File: config.mk
export PLATFORM = sky130hd
export DESIGN_NAME = alu_exec_unit_flat
export DESIGN_NICKNAME = d
export VERILOG_FILES = /design/src/rtl/alu_exec_unit_if.sv /design/src/rtl/alu_exec_unit.sv /design/src/flat_wrapper.sv
export SDC_FILE = /design/constraint.sdc
export NUM_CORES = 1
export LEC_CHECK = 0
export CAP_MARGIN = 20
export CORE_AREA = 2 2 148 150
export CTS_BUF_LIST = sky130_fd_sc_hd__clkbuf_8
export DETAILED_ROUTE_END_ITERATION = 7
export DIE_AREA = 0 0 150 152
export MAX_ROUTING_LAYER = met4
export PLACE_DENSITY = 0.66
export SYNTH_ARGS = -nofsm -noshare
export SYNTH_HDL_FRONTEND = slang
export SYNTH_SLANG_ARGS = --single-unit
File: constraint.sdc
create_clock -name clk -period 5.68 [get_ports clk]
set_clock_uncertainty 0.05 [all_clocks]
set_input_delay 1.136 -clock clk [delete_from_list [all_inputs] [get_ports clk]]
set_output_delay 1.136 -clock clk [all_outputs]
set_load 0.02 [all_outputs]
File: src/rtl/alu_exec_unit_if.sv
// Handshake/data bundle between the pipeline and the execute-stage ALU.
// Both sides use valid/ready: a transfer happens on a rising edge where valid && ready.
interface alu_exec_unit_if #(
  parameter int DATA_W  = 32,
  parameter int SHAMT_W = 5
);
  logic              flush;
  logic              in_valid;
  logic              in_ready;
  logic [3:0]        Operation;
  logic [DATA_W-1:0] SrcA;
  logic [DATA_W-1:0] SrcB;
  logic              out_valid;
  logic              out_ready;
  logic [DATA_W-1:0] ALUResult;
  logic              Zero;

  modport master (
    output flush, in_valid, Operation, SrcA, SrcB, out_ready,
    input  in_ready, out_valid, ALUResult, Zero
  );

  modport slave (
    input  flush, in_valid, Operation, SrcA, SrcB, out_ready,
    output in_ready, out_valid, ALUResult, Zero
  );
endinterface

File: src/rtl/alu_exec_unit.sv
// Execute-stage ALU: single-cycle logic/arithmetic ops, shifts done one bit per cycle.
// Single-entry; IDLE accepts, SHIFT iterates, DONE holds the result until taken.
module alu_exec_unit #(
  parameter int DATA_W  = 32,
  parameter int SHAMT_W = 5   // must equal log2(DATA_W)
) (
  input  logic       clk,
  input  logic       reset,
  alu_exec_unit_if.slave bus,
  output logic [1:0] dbg_state_o
);

  typedef enum logic [1:0] {
    S_IDLE  = 2'd0,
    S_SHIFT = 2'd1,
    S_DONE  = 2'd2
  } state_t;

  localparam logic [3:0] OP_AND  = 4'b0000;
  localparam logic [3:0] OP_OR   = 4'b0001;
  localparam logic [3:0] OP_OR2  = 4'b1001;
  localparam logic [3:0] OP_ADD  = 4'b0010;
  localparam logic [3:0] OP_SUB  = 4'b0110;
  localparam logic [3:0] OP_XOR  = 4'b0011;
  localparam logic [3:0] OP_SLL  = 4'b0100;
  localparam logic [3:0] OP_SRL  = 4'b0101;
  localparam logic [3:0] OP_SRA  = 4'b0111;
  localparam logic [3:0] OP_EQ   = 4'b1000;
  localparam logic [3:0] OP_SLT  = 4'b1100;

  state_t              state_q, state_d;
  logic [DATA_W-1:0]   result_q, result_d;
  logic [DATA_W-1:0]   work_q, work_d;
  logic [SHAMT_W-1:0]  cnt_q, cnt_d;
  logic [1:0]          shop_q, shop_d;

  logic                is_shift;
  logic [SHAMT_W-1:0]  amt;
  logic [DATA_W-1:0]   alu_res;
  logic [DATA_W-1:0]   shifted;
  logic                in_ready;
  logic                accept;

  assign amt      = bus.SrcB[SHAMT_W-1:0];
  assign is_shift = (bus.Operation == OP_SLL) || (bus.Operation == OP_SRL) ||
                    (bus.Operation == OP_SRA);

  // Single-cycle datapath; a shift code lands here only with amount 0, giving A.
  always_comb begin
    alu_res = '0;
    case (bus.Operation)
      OP_AND:                 alu_res = bus.SrcA & bus.SrcB;
      OP_OR, OP_OR2:          alu_res = bus.SrcA | bus.SrcB;
      OP_ADD:                 alu_res = bus.SrcA + bus.SrcB;
      OP_SUB:                 alu_res = bus.SrcA - bus.SrcB;
      OP_XOR:                 alu_res = bus.SrcA ^ bus.SrcB;
      OP_SLL, OP_SRL, OP_SRA: alu_res = bus.SrcA;
      OP_EQ:                  alu_res = {{(DATA_W-1){1'b0}}, (bus.SrcA == bus.SrcB)};
      OP_SLT:                 alu_res = {{(DATA_W-1){1'b0}},
                                         ($signed(bus.SrcA) < $signed(bus.SrcB))};
      default:                alu_res = '0;
    endcase
  end

  // shop_q holds Operation[1:0]: 00 SLL, 01 SRL, 11 SRA.
  always_comb begin
    shifted = work_q;
    case (shop_q)
      2'b00:   shifted = {work_q[DATA_W-2:0], 1'b0};
      2'b01:   shifted = {1'b0, work_q[DATA_W-1:1]};
      2'b11:   shifted = {work_q[DATA_W-1], work_q[DATA_W-1:1]};
      default: shifted = work_q;
    endcase
  end

  // DONE can hand off its result and take a new op in the same cycle.
  assign in_ready = !bus.flush &&
                    ((state_q == S_IDLE) || ((state_q == S_DONE) && bus.out_ready));
  assign accept   = bus.in_valid && in_ready;

  always_comb begin
    state_d  = state_q;
    result_d = result_q;
    work_d   = work_q;
    cnt_d    = cnt_q;
    shop_d   = shop_q;
    if (bus.flush) begin
      state_d = S_IDLE;
    end else begin
      case (state_q)
        S_SHIFT: begin
          work_d = shifted;
          cnt_d  = cnt_q - 1'b1;
          if (cnt_q == SHAMT_W'(1)) begin
            result_d = shifted;
            state_d  = S_DONE;
          end
        end
        S_DONE: begin
          if (bus.out_ready) state_d = S_IDLE;
        end
        default: ;
      endcase
      if (accept) begin
        if (is_shift && (amt != '0)) begin
          work_d  = bus.SrcA;
          cnt_d   = amt;
          shop_d  = bus.Operation[1:0];
          state_d = S_SHIFT;
        end else begin
          result_d = alu_res;
          state_d  = S_DONE;
        end
      end
    end
  end

  always_ff @(posedge clk or posedge reset) begin
    if (reset) begin
      state_q  <= S_IDLE;
      result_q <= '0;
      work_q   <= '0;
      cnt_q    <= '0;
      shop_q   <= '0;
    end else begin
      state_q  <= state_d;
      result_q <= result_d;
      work_q   <= work_d;
      cnt_q    <= cnt_d;
      shop_q   <= shop_d;
    end
  end

  assign bus.in_ready  = in_ready;
  assign bus.out_valid = (state_q == S_DONE);
  assign bus.ALUResult = result_q;
  assign bus.Zero      = (result_q == '0);
  assign dbg_state_o   = state_q;

endmodule

File: src/flat_wrapper.sv
// flat-port wrapper written by rule: the top's interface ports become plain ports
module alu_exec_unit_flat 
#(
  parameter int DATA_W  = 32,
  parameter int SHAMT_W = 5                             
)
  (clk, reset, dbg_state_o, bus_flush, bus_in_valid, bus_Operation, bus_SrcA, bus_SrcB, bus_out_ready, bus_in_ready, bus_out_valid, bus_ALUResult, bus_Zero);
  alu_exec_unit_if #(.DATA_W(DATA_W), .SHAMT_W(SHAMT_W)) bus_i ();
  input  logic clk;
  input  logic reset;
  output logic [1:0] dbg_state_o;
  input wire logic [$bits(bus_i.flush)-1:0] bus_flush;
  input wire logic [$bits(bus_i.in_valid)-1:0] bus_in_valid;
  input wire logic [$bits(bus_i.Operation)-1:0] bus_Operation;
  input wire logic [$bits(bus_i.SrcA)-1:0] bus_SrcA;
  input wire logic [$bits(bus_i.SrcB)-1:0] bus_SrcB;
  input wire logic [$bits(bus_i.out_ready)-1:0] bus_out_ready;
  output wire logic [$bits(bus_i.in_ready)-1:0] bus_in_ready;
  output wire logic [$bits(bus_i.out_valid)-1:0] bus_out_valid;
  output wire logic [$bits(bus_i.ALUResult)-1:0] bus_ALUResult;
  output wire logic [$bits(bus_i.Zero)-1:0] bus_Zero;
  assign bus_i.flush = bus_flush;
  assign bus_i.in_valid = bus_in_valid;
  assign bus_i.Operation = bus_Operation;
  assign bus_i.SrcA = bus_SrcA;
  assign bus_i.SrcB = bus_SrcB;
  assign bus_i.out_ready = bus_out_ready;
  assign bus_in_ready = bus_i.in_ready;
  assign bus_out_valid = bus_i.out_valid;
  assign bus_ALUResult = bus_i.ALUResult;
  assign bus_Zero = bus_i.Zero;
  alu_exec_unit #(.DATA_W(DATA_W), .SHAMT_W(SHAMT_W)) u_core (.clk(clk), .reset(reset), .bus(bus_i), .dbg_state_o(dbg_state_o));
endmodule
==> summary.md, run 1 <==
| Metric | Value |
|---|---|
| RSZ-0062 raised after global routing | false |
| Worst Path Max Fanout | 14 |
| Vias per cell | 6.40 |
| Yosys top cell by area | dfrtp_1 |
| Wire per inst | between 20 and 25 um |
| Most used cell, CP | o21ai_0 |
| Flop pwr share | 0.337 |
| Vias in the first global route | 9,674 |
| Setup tns final | 0 ns |
| Post-synth EDFFs | 0 |
| Postcts setup bufs | 0 |
| Area of the core | between 20,000 and 25,000 um2 |
| Max-cap violations | 0 |
| Largest net degree at the start of global routing | 42 |
| WP buf/inv | 2 |
| Synth Instances | about 1,300 |
| Syn Nets | 1,496 |
| Rel. slew slack | 0.347 |
| Final period utilization | 0.832 |
| Pre-CTS setup slack | 0.647 ns |
| Crit end category | register |
| CTS tree | yes |
| Final Net Count | 1,562 |
| Max-slew violation count | 0 |
| Area of the multi-input gates | 6910 um2 |
| Cell-internal power | 1.45 mW |
| Actual slew at the worst max-slew pin | 0.969 ns |
| Dpl cells | 1,645 |
| RePlAce Congestion | 1.01 |
| Yosys reg bits | 73 |
| Clock Power Share | 0.162 |
| Crit-path slowest cell | o21ai_0 |
| First-pass GRT wire length | ~58 mm |
| All-layer global routing usage | 0.338 |
| Inserted Diodes | 0 |
| Status | finished, final reports clean |
| Final hold viol count | 0 |
| Max Fclk | 0.212 GHz |
| Number of cell rows | 54 |
| Startpoint types | input port |
| H-tree levels | 3 |
| CTS Hold Bufs | 0 |
| Die Height | 152 um |
| Psw | 1.22 mW |
| Minimum hold slack | roughly 0.44 ns |
| CP max stage delay | 0.61 ns |
| Delay-heaviest family, CP | compound AO/OA/AOI/OAI gates |
| PD cells | 242 nW/um2 |
| Data required time of the worst path | between 5 and 6 ns |
| Initial core utilization | 0.443 |
| Cell area after synthesis | 9460 um2 |
| Post-synth cell types | 69 |
| First-pass DRT Iterations | 6 |
| Final instance area | between 10,000 and 15,000 um2 |
| Hold WC Path Type | reg -> reg |
| Fraction of post-synthesis cell area in the top cell type by area | 0.193 |
| Total congestion overflow | 0 |
| Async SR Flop Fraction | 1.00 |
| Synth Area per Inst | 7.21 um2 |
| CTS Buffer Depth | 2 |
| # setup viols final | 0 |
| Initial antenna violation count | 0 |
| DP Wirelength | 29.5 mm |
| Worst skew pair latency | 0.37 ns |
| Leakage | 4.67 nW |
| # resized after CTS | 0 |
| Num CTS Buffers | 9 |
| Die area | about 23,000 um2 |
| Yosys warnings | 0 |
| Port-buffer cells | 109 |
| CP Cell Sequence | clkdlybuf4s50_1 -> inv_1 -> ha_1 -> a21oi_1 -> o21ai_0 -> or3_1 -> o211a_1 -> o21ai_0 -> a21o_1 -> a22oi_1 -> a2111oi_0 -> nor3_1 |
| Post-route antenna net violation count | 0 |
| Clock slew at reported path FFs | 0.08 ns |
| Clock sink count | 73 |
| Worst setup margin | 0.954 ns |
| Die X-Extent | 150 um |
| WL final | 38.2 mm |
| Sw frac | 0.458 |
| Final Non-Filler Cells | about 1,700 |
| Top cells by area, synth | dfrtp_1 (19%), ha_1 (15%), a21oi_1 (6.8%) |
| Maximum VDD drop | 0.143 mV |
| CTS root buf | clkbuf_8 |
| Register area | 1830 um2 |
| Drc violations | 0 |
| Synth-to-Final Area Change | 16.7% |
| Share of cells above drive strength 1 | 0.0485 |
| DR iter-0 viols | 1,212 |
| Sequential area share after synthesis | 0.193 |
| DP Area | 10,800 um2 |
| Crit path DAT | roughly 5 ns |
| I/O pins | between 100 and 150 |
| Fin crit period | 4.73 ns |
| Vias | 10,600 |
| Top_reg_cell synth | dfrtp_1 |
| Critical path class | in -> reg |
| Fill count | 2,189 |
| Logic pwr share | 0.501 |
## final timing paths
path / cells past startpoint / slack (ns) / end / startpoint
setup reg to reg: 9 / 2.57 / u_core.bus.ALUResult[9]$_DFFE_PP0N_ / u_core.dbg_state_o[0]$_DFFE_PP0P_
min in group asynchronous: 2 / 1.22 / u_core.work_q[20]$_DFFE_PP0N_ / reset
max in group asynchronous: 3 / 3.32 / u_core.shop_q[1]$_DFFE_PP0P_ / reset
setup / recovery: 12 / 0.95 / u_core.bus.ALUResult[29]$_DFFE_PP0N_ / bus_SrcA[6]
hold / removal: 1 / 0.44 / u_core.cnt_q[4]$_DFFE_PP0N_ / u_core.cnt_q[4]$_DFFE_PP0N_
hold reg to reg: 1 / 0.44 / u_core.cnt_q[4]$_DFFE_PP0N_ / u_core.cnt_q[4]$_DFFE_PP0N_
## final cells by class
cell class	instances	share of cell area
well taps	280	0.0317
repair buffers	142	0.123
inverters	104	0.0354
clock buffers	10	0.0125
clock inverters	6	0.00612
multi-input cells	1047	0.626
flip-flops and latches	73	0.166
## synth_stat cells, types with 3 or more instances
library cell,n
nand4_1,14
or4_1,8
a21oi_1,128
nor3_1,33
o211ai_1,14
a211oi_1,10
dfrtp_1,73
o22ai_1,12
ha_1,110
nor2b_1,18
a21boi_0,5
o221ai_1,24
and3_1,10
or3_1,12
nor2_1,131
a221oi_1,14
o21a_1,8
nand3_1,20
o21ai_0,117
buf_2,3
o21bai_1,14
a31o_2,4
nand2b_1,8
o22a_1,12
mux2i_1,34
a221o_1,4
a22oi_1,27
and4_1,3
buf_1,8
a31oi_1,16
a21o_1,11
a211o_1,5
a2bb2oi_1,5
xnor2_1,17
o31ai_1,4
nand2_1,120
nor4_1,21
inv_1,102
a2111oi_0,7
and2_1,5
o2111ai_1,4
a311o_1,3
clkbuf_1,75
## sequential cells by signal (all words and copies together), names as in the netlist
register	count
u_core.bus.ALUResult	32
u_core.work_q	32
u_core.cnt_q	5
u_core.dbg_state_o	2
u_core.shop_q	2
## stage by stage
stage | utilization | total power [mW]
final | 0.517 | 2.68
after CTS | 0.516 | 2.64
after global routing | 0.517 | 2.84
after floorplan | - | 1.70
after global placement | 0.506 | 2.20
after detailed placement | 0.506 | 2.21
## layer usage
layer  GRT usage  vias up  wire length [um]
met4      0.0746        0               751
li1            -     4903                 -
met2       0.488      536             16500
met5           -        -                 0
met3      0.0288       67              3640
met1       0.512     5131             17300
## power by group through the flow
stage	combinational [mW]	clock, mW	sequential (mW)
finish	1.34	0.433	0.902
detailed placement	1.30	0	0.904
global route	1.46	0.451	0.927
CTS	1.31	0.433	0.894
floorplan	0.815	0	0.881
global placement	1.30	0	0.903
## cell families after synthesis
family / after synthesis / synth area share
buffers and inverters: 191 / 0.0770
XOR/XNOR: 19 / 0.0176
AO/OA/AOI/OAI: 475 / 0.328
adder cells (fa/ha/maj): 112 / 0.150
multiplexers: 34 / 0.0360
flip-flops: 73 / 0.193
AND/OR/NAND/NOR: 407 / 0.198
## cells in the final DEF (no fill, tap or decap), types with 14 or more instances in the layout
master             n
a221oi_1          14
a22oi_1           27
nand4_1           14
nor2_1           131
o211ai_1          14
clkdlybuf4s50_1  108
dfrtp_1           72
nor3_1            32
nor2b_1           18
a31oi_1           16
o21bai_1          14
inv_1            101
o21ai_0          117
nand3_1           20
mux2i_1           34
nor4_1            20
nand2_1          120
a21oi_1          128
buf_4             32
o221ai_1          24
ha_1             110
xnor2_1           17
Power figures use the tool's default switching activity.
==> run 2: changes to the inputs <==
- clock period: 5.68 -> 4.45 ns (I/O delays scaled with it)
==> summary.md, run 2 (synthesis results as in run 1) <==
| Metric | Value |
|---|---|
| Status | finished, final reports clean |
| Worst Path Max Fanout | 5 (-9) |
| Vias per cell | 6.27 (-2.0%) |
| Reg2Reg Depth | 9 (unchanged) |
| Initial antenna violation count | 1 (+1) |
| Max Fclk | 0.235 GHz |
| Hold WC Path Type | reg -> reg |
| Post-route antenna net violation count | 0 (unchanged) |
| First-pass GRT wire length | 60.6 mm (+4.3%) |
| Synth-to-Final Area Change | 24.0% |
| WL final | 39.4 mm (+3.3%) |
| Clock Power Share | 0.172 (+0.010) |
| Die area | 22,800 um2 (unchanged) |
| DP Wirelength | 31.1 mm (+5.3%) |
| Crit-path slowest cell | or4_1 |
| Grt peak-use layer | met2 |
| Leakage | 5.11 nW (+9.5%) |
| # setup viols final | 0 (unchanged) |
| Layout Utilization | 0.549 (+0.0322) |
| Number of cell rows | 54 (unchanged) |
| Vias in the first global route | 10,300 (+6.4%) |
| Fin crit period | around 4.2 ns |
| Die X-Extent | 150 um (unchanged) |
| CTS tree | yes |
| Postcts setup bufs | 0 (unchanged) |
| I/O pins | 110 (unchanged) |
| DP Area | 11,500 um2 (+6.4%) |
| Total congestion overflow | 0 (unchanged) |
| # resized after CTS | 0 (unchanged) |
| GR Util met3 | 0.0502 (+0.0213) |
| Clock slew at reported path FFs | 0.08 ns (about the same) |
| Logic pwr share | 0.507 (+0.006) |
| Final Non-Filler Cells | 1,754 (+5.5%) |
| Largest net degree at the start of global routing | 57 (+36%) |
| Most frequent cells in the layout | nor2_1 (131), a21oi_1 (128), buf_4 (124) |
| Actual slew at the worst max-slew pin | 1.18 ns (+0.206 ns) |
| Num CTS Buffers | 9 (unchanged) |
| Die Height | 152 um (unchanged) |
| Cell-internal power | 1.97 mW (+36%) |
| PD cells | 303 nW/um2 (+25%) |
| Final Net Count | 1,653 (+5.8%) |
| Minimum hold slack | 0.448 ns (+0.00483 ns) |
| Met1 Usage GRT | 0.515 (+0.00290) |
| CP Cell Sequence | clkdlybuf4s50_1 -> inv_1 -> ha_1 -> and2_1 -> a221oi_1 -> o21ai_0 -> or4_1 -> o21ai_0 -> a2111o_1 -> o2111ai_1 -> o211ai_1 -> nand3_1 |
| RePlAce Congestion | 1.02 (+0.60%) |
| DR iter-0 viols | 1,029 (-15%) |
| Flop pwr share | 0.321 (-0.016) |
| RSZ-0062 raised after global routing | false |
| Maximum VDD drop | 0.170 mV (+19%) |
| Max-slew violation count | 0 (unchanged) |
| Met2 Use GR | 0.518 (+0.0298) |
| Clock sink count | 73 (unchanged) |
| Commonest non-fill, non-tap cell in the layout | nor2_1 |
| CP max stage delay | 0.56 ns (-0.05 ns) |
| Area of the core | 21,400 um2 (unchanged) |
| CTS Buffer Depth | 2 (unchanged) |
| Worst path depth | 12 (unchanged) |
| Port-buffer cells | 109 (unchanged) |
| Worst skew pair latency | 0.36 ns (about the same) |
| Wire per inst | 22.5 um (-2.1%) |
| Critical path class | in -> reg |
| Drc violations | 0 (unchanged) |
| First-pass DRT Iterations | 6 (unchanged) |
| Final instance area | 11,700 um2 (+6.2%) |
| Most used cell, CP | o21ai_0 |
| CTS root buf | clkbuf_8 |
| Dpl cells | 1,737 (+5.6%) |
| Vias | 11,000 (+3.4%) |
| H-tree levels | 3 (unchanged) |
| Psw | 1.57 mW (+29%) |
| CTS Hold Bufs | 0 (unchanged) |
| Sw frac | 0.444 (-0.0140) |
| Min-Delay Path Depth | 1 (unchanged) |
| Initial core utilization | 0.443 (unchanged) |
| Crit end category | register |
| Max-cap violations | 0 (unchanged) |
| Rel. slew slack | 0.208 (-0.139) |
| WP buf/inv | 2 (unchanged) |
| Crit path DAT | 4.42 ns (-0.48 ns) |
| Data required time of the worst path | 4.63 ns (-1.22 ns) |
| All-layer global routing usage | 0.354 (+0.0160) |
| Final hold viol count | 0 (unchanged) |
| Startpoint types | input port |
| Final period utilization | 0.955 |
| Share of cells above drive strength 1 | 0.107 (+0.0588) |
| Delay-heaviest family, CP | compound AO/OA/AOI/OAI gates |
[run 2: stage by stage]
step	TNS, ns	power [mW]	setup WS [ns]
final	0	3.55	0.201
after global routing	0	3.77	0.0427
after CTS	0	3.50	0.282
after detailed placement	-0.103	2.90	-0.0795
after global placement	-0.118	2.88	-0.108
after floorplan	0	2.16	0.521
[run 2: final cells by class]
| cell class | instances | area, um2 |
|---|---|---|
| fill | 2188 | 9620 |
| multi-input combinational | 1047 | 6910 |
| timing repair buffer | 233 | 2020 |
| sequential | 73 | 1830 |
| inverter | 104 | 390 |
| tap | 280 | 350 |
| clock buffer | 10 | 138 |
| clock inverter | 6 | 90.1 |
| antenna | 1 | 2.50 |
[run 2: power by group through the flow]
stage,registers [mW],clock network [mW],logic [mW]
after global routing,1.17,0.638,1.96
after CTS,1.13,0.611,1.76
after floorplan,1.13,0,1.04
after detailed placement,1.14,0,1.76
final,1.14,0.612,1.80
after global placement,1.14,0,1.74
[run 2: metal layers]
metal,vias to the layer above,routed length (um)
met5,-,0
li1,5087,-
met2,559,17200
met4,0,849
met1,5290,17800
met3,61,3660
[run 2: worst reg2reg max path: stages (launching register included)]
cell	delay [ns]
dfrtp_1	0.49
nor2b_1	0.17
buf_4	0.25
nand4_1	0.56
a21o_1	0.43
buf_4	0.24
nand2_1	0.10
o221ai_1	0.17
a2111oi_0	0.44
nor3_1	0.13
[run 2: path summary, 6_finish.rpt]
kind / from / end / slack, ns
hold / removal: u_core.cnt_q[4]$_DFFE_PP0N_ / u_core.cnt_q[4]$_DFFE_PP0N_ / 0.45
max in group asynchronous: reset / u_core.bus.ALUResult[11]$_DFFE_PP0N_ / 2.63
min in group asynchronous: reset / u_core.work_q[21]$_DFFE_PP0N_ / 0.90
hold reg to reg: u_core.cnt_q[4]$_DFFE_PP0N_ / u_core.cnt_q[4]$_DFFE_PP0N_ / 0.45
setup reg to reg: u_core.dbg_state_o[0]$_DFFE_PP0P_ / u_core.bus.ALUResult[29]$_DFFE_PP0N_ / 1.28
setup / recovery: bus_SrcA[10] / u_core.bus.ALUResult[28]$_DFFE_PP0N_ / 0.20
==> run 3: changes to the inputs <==
- CAP_MARGIN: 20 -> 40
==> summary.md, run 3 (synthesis results as in run 1) <==
| Metric | Value |
|---|---|
| Status | finished, final reports clean |
| Clock Power Share | 0.183 (+0.011) |
| Maximum VDD drop | 0.218 mV (+28%) |
| RePlAce Congestion | 1.02 (unchanged) |
| Final hold viol count | 0 (unchanged) |
| Vias per cell | 6.21 (-1.0%) |
| Leakage | 5.13 nW (+0.24%) |
| H-tree levels | 3 (unchanged) |
| Port-buffer cells | 109 (unchanged) |
| All-layer global routing usage | 0.352 (-0.00222) |
| CTS Hold Bufs | 0 (unchanged) |
| CTS Buffer Depth | 2 (unchanged) |
| Drc violations | 0 (unchanged) |
| Num CTS Buffers | 9 (unchanged) |
| Commonest non-fill, non-tap cell in the layout | nor2_1 |
| Final Net Count | 1,654 (+0.060%) |
| DP Area | 11,500 um2 (about the same) |
| Final period utilization | 0.953 (-0.00215) |
| WL final | 39.2 mm (-0.49%) |
| Post-route antenna net violation count | 0 (unchanged) |
| DR iter-0 viols | 995 (-3.3%) |
| Die X-Extent | 150 um (unchanged) |
| Crit path DAT | 4.41 ns (about the same) |
| Hold WC Path Type | reg -> reg |
| Actual slew at the worst max-slew pin | 0.898 ns (-0.277 ns) |
| Total congestion overflow | 0 (unchanged) |
| Final instance area | 11,800 um2 (+0.23%) |
| Clock sink count | 73 (unchanged) |
| Share of cells above drive strength 1 | 0.108 (+0.000606) |
| Inserted Diodes | 0 (-1) |
| Minimum hold slack | 0.448 ns (+0.000302 ns) |
| Area of the core | 21,400 um2 (unchanged) |
| Synth-to-Final Area Change | 24.3% |
| Data required time of the worst path | 4.62 ns (about the same) |
| Pre-CTS setup slack | -0.0700 ns (+0.00950 ns) |
| Wire per inst | 22.4 um (-0.49%) |
| Dpl cells | 1,738 (+0.058%) |
| Layout Utilization | 0.551 (+0.00129) |
| Largest net degree at the start of global routing | 57 (unchanged) |
| Fin crit period | 4.24 ns (-0.00958 ns) |
| Vias in the first global route | 10,300 (+0.47%) |
| Max Fclk | 0.236 GHz (+0.23%) |
| Die Height | 152 um (unchanged) |
| Max-slew violation count | 0 (unchanged) |
| Psw | 1.57 mW (-0.51%) |
| First-pass DRT Iterations | 5 (-1) |
| CTS root buf | clkbuf_8 |
| Worst Path Max Fanout | 5 (unchanged) |
| Max-cap violations | 0 (unchanged) |
| Initial core utilization | 0.443 (unchanged) |
| Vias | 10,900 (-1.0%) |
| Most frequent cells in the layout | nor2_1 (131), a21oi_1 (128), buf_4 (124) |
| Postcts setup bufs | 0 (unchanged) |
| Final Non-Filler Cells | 1,754 (unchanged) |
| Fill count | 2,141 (-2.1%) |
| Worst skew pair latency | 0.36 ns (about the same) |
| CTS tree | yes |
| Number of cell rows | 54 (unchanged) |
| Min-Delay Path Depth | 1 (unchanged) |
| I/O pins | 110 (unchanged) |
| First-pass GRT wire length | 60.3 mm (-0.59%) |
| # setup viols final | 0 (unchanged) |
| # resized after CTS | 0 (unchanged) |
| Sw frac | 0.435 (-0.00826) |
| Final Power | 3.60 mW (+1.4%) |
| Flop pwr share | 0.316 (-0.005) |
| Startpoint types | input port |
| Reg2reg setup slack | 1.39 ns (+0.11 ns) |
| Initial antenna violation count | 0 (-1) |
| Rel. slew slack | 0.402 (+0.193) |
| Setup tns final | 0 ns (unchanged) |
| Logic pwr share | 0.501 (-0.006) |
| Worst setup margin | 0.211 ns (+0.00958 ns) |
| PD cells | 306 nW/um2 (+1.1%) |
| Cell-internal power | 2.03 mW (+2.9%) |
| Crit end category | register |
| Critical path class | in -> reg |
| DP Wirelength | 31.0 mm (-0.14%) |
| Clock slew at reported path FFs | 0.08 ns (about the same) |
| Reg2Reg Depth | 9 (unchanged) |
| Die area | 22,800 um2 (unchanged) |
| RSZ-0062 raised after global routing | false |
## run 3: path summary, 6_finish.rpt
path | startpoint | endpoint
min reg2reg | u_core.cnt_q[4]$_DFFE_PP0N_ | u_core.cnt_q[4]$_DFFE_PP0N_
max in group asynchronous | reset | u_core.bus.ALUResult[0]$_DFFE_PP0N_
max reg2reg | u_core.dbg_state_o[0]$_DFFE_PP0P_ | u_core.bus.ALUResult[22]$_DFFE_PP0N_
max | bus_SrcA[10] | u_core.bus.ALUResult[28]$_DFFE_PP0N_
min in group asynchronous | reset | u_core.work_q[21]$_DFFE_PP0N_
min | u_core.cnt_q[4]$_DFFE_PP0N_ | u_core.cnt_q[4]$_DFFE_PP0N_
## run 3: area by class of cell
type,count,area [um2],share of cell area
Inverter,104,390,0.0332
Clock inverter,6,115,0.00979
Clock buffer,10,138,0.0117
Timing Repair Buffer,234,2020,0.172
Tap cell,280,350,0.0298
Multi-Input combinational cell,1047,6910,0.588
Sequential cell,73,1830,0.155
## run 3: routing by layer
metal	GRT usage	wire, um	part of all wire
met5	-	0	0
met4	0.0872	862	0.022
met3	0.0571	3720	0.095
met2	0.509	16900	0.43
met1	0.510	17700	0.45
## run 3: power groups by stage
stage / clock network (mW) / registers (mW) / logic, mW
final: 0.659 / 1.14 / 1.80
after global routing: 0.691 / 1.17 / 1.97
after CTS: 0.658 / 1.13 / 1.77
after floorplan: 0 / 1.13 / 1.04
after global placement: 0 / 1.14 / 1.74
after detailed placement: 0 / 1.14 / 1.76
## run 3: critical path, stage by stage
cell and delay [ns]:
clkdlybuf4s50_1 0.47, inv_1 0.13, ha_1 0.38, and2_1 0.22, a221oi_1 0.27, o21ai_0 0.36, or4_1 0.57, o21ai_0 0.36
a2111o_1 0.22, o2111ai_1 0.10, o211ai_1 0.34, nand3_1 0.11
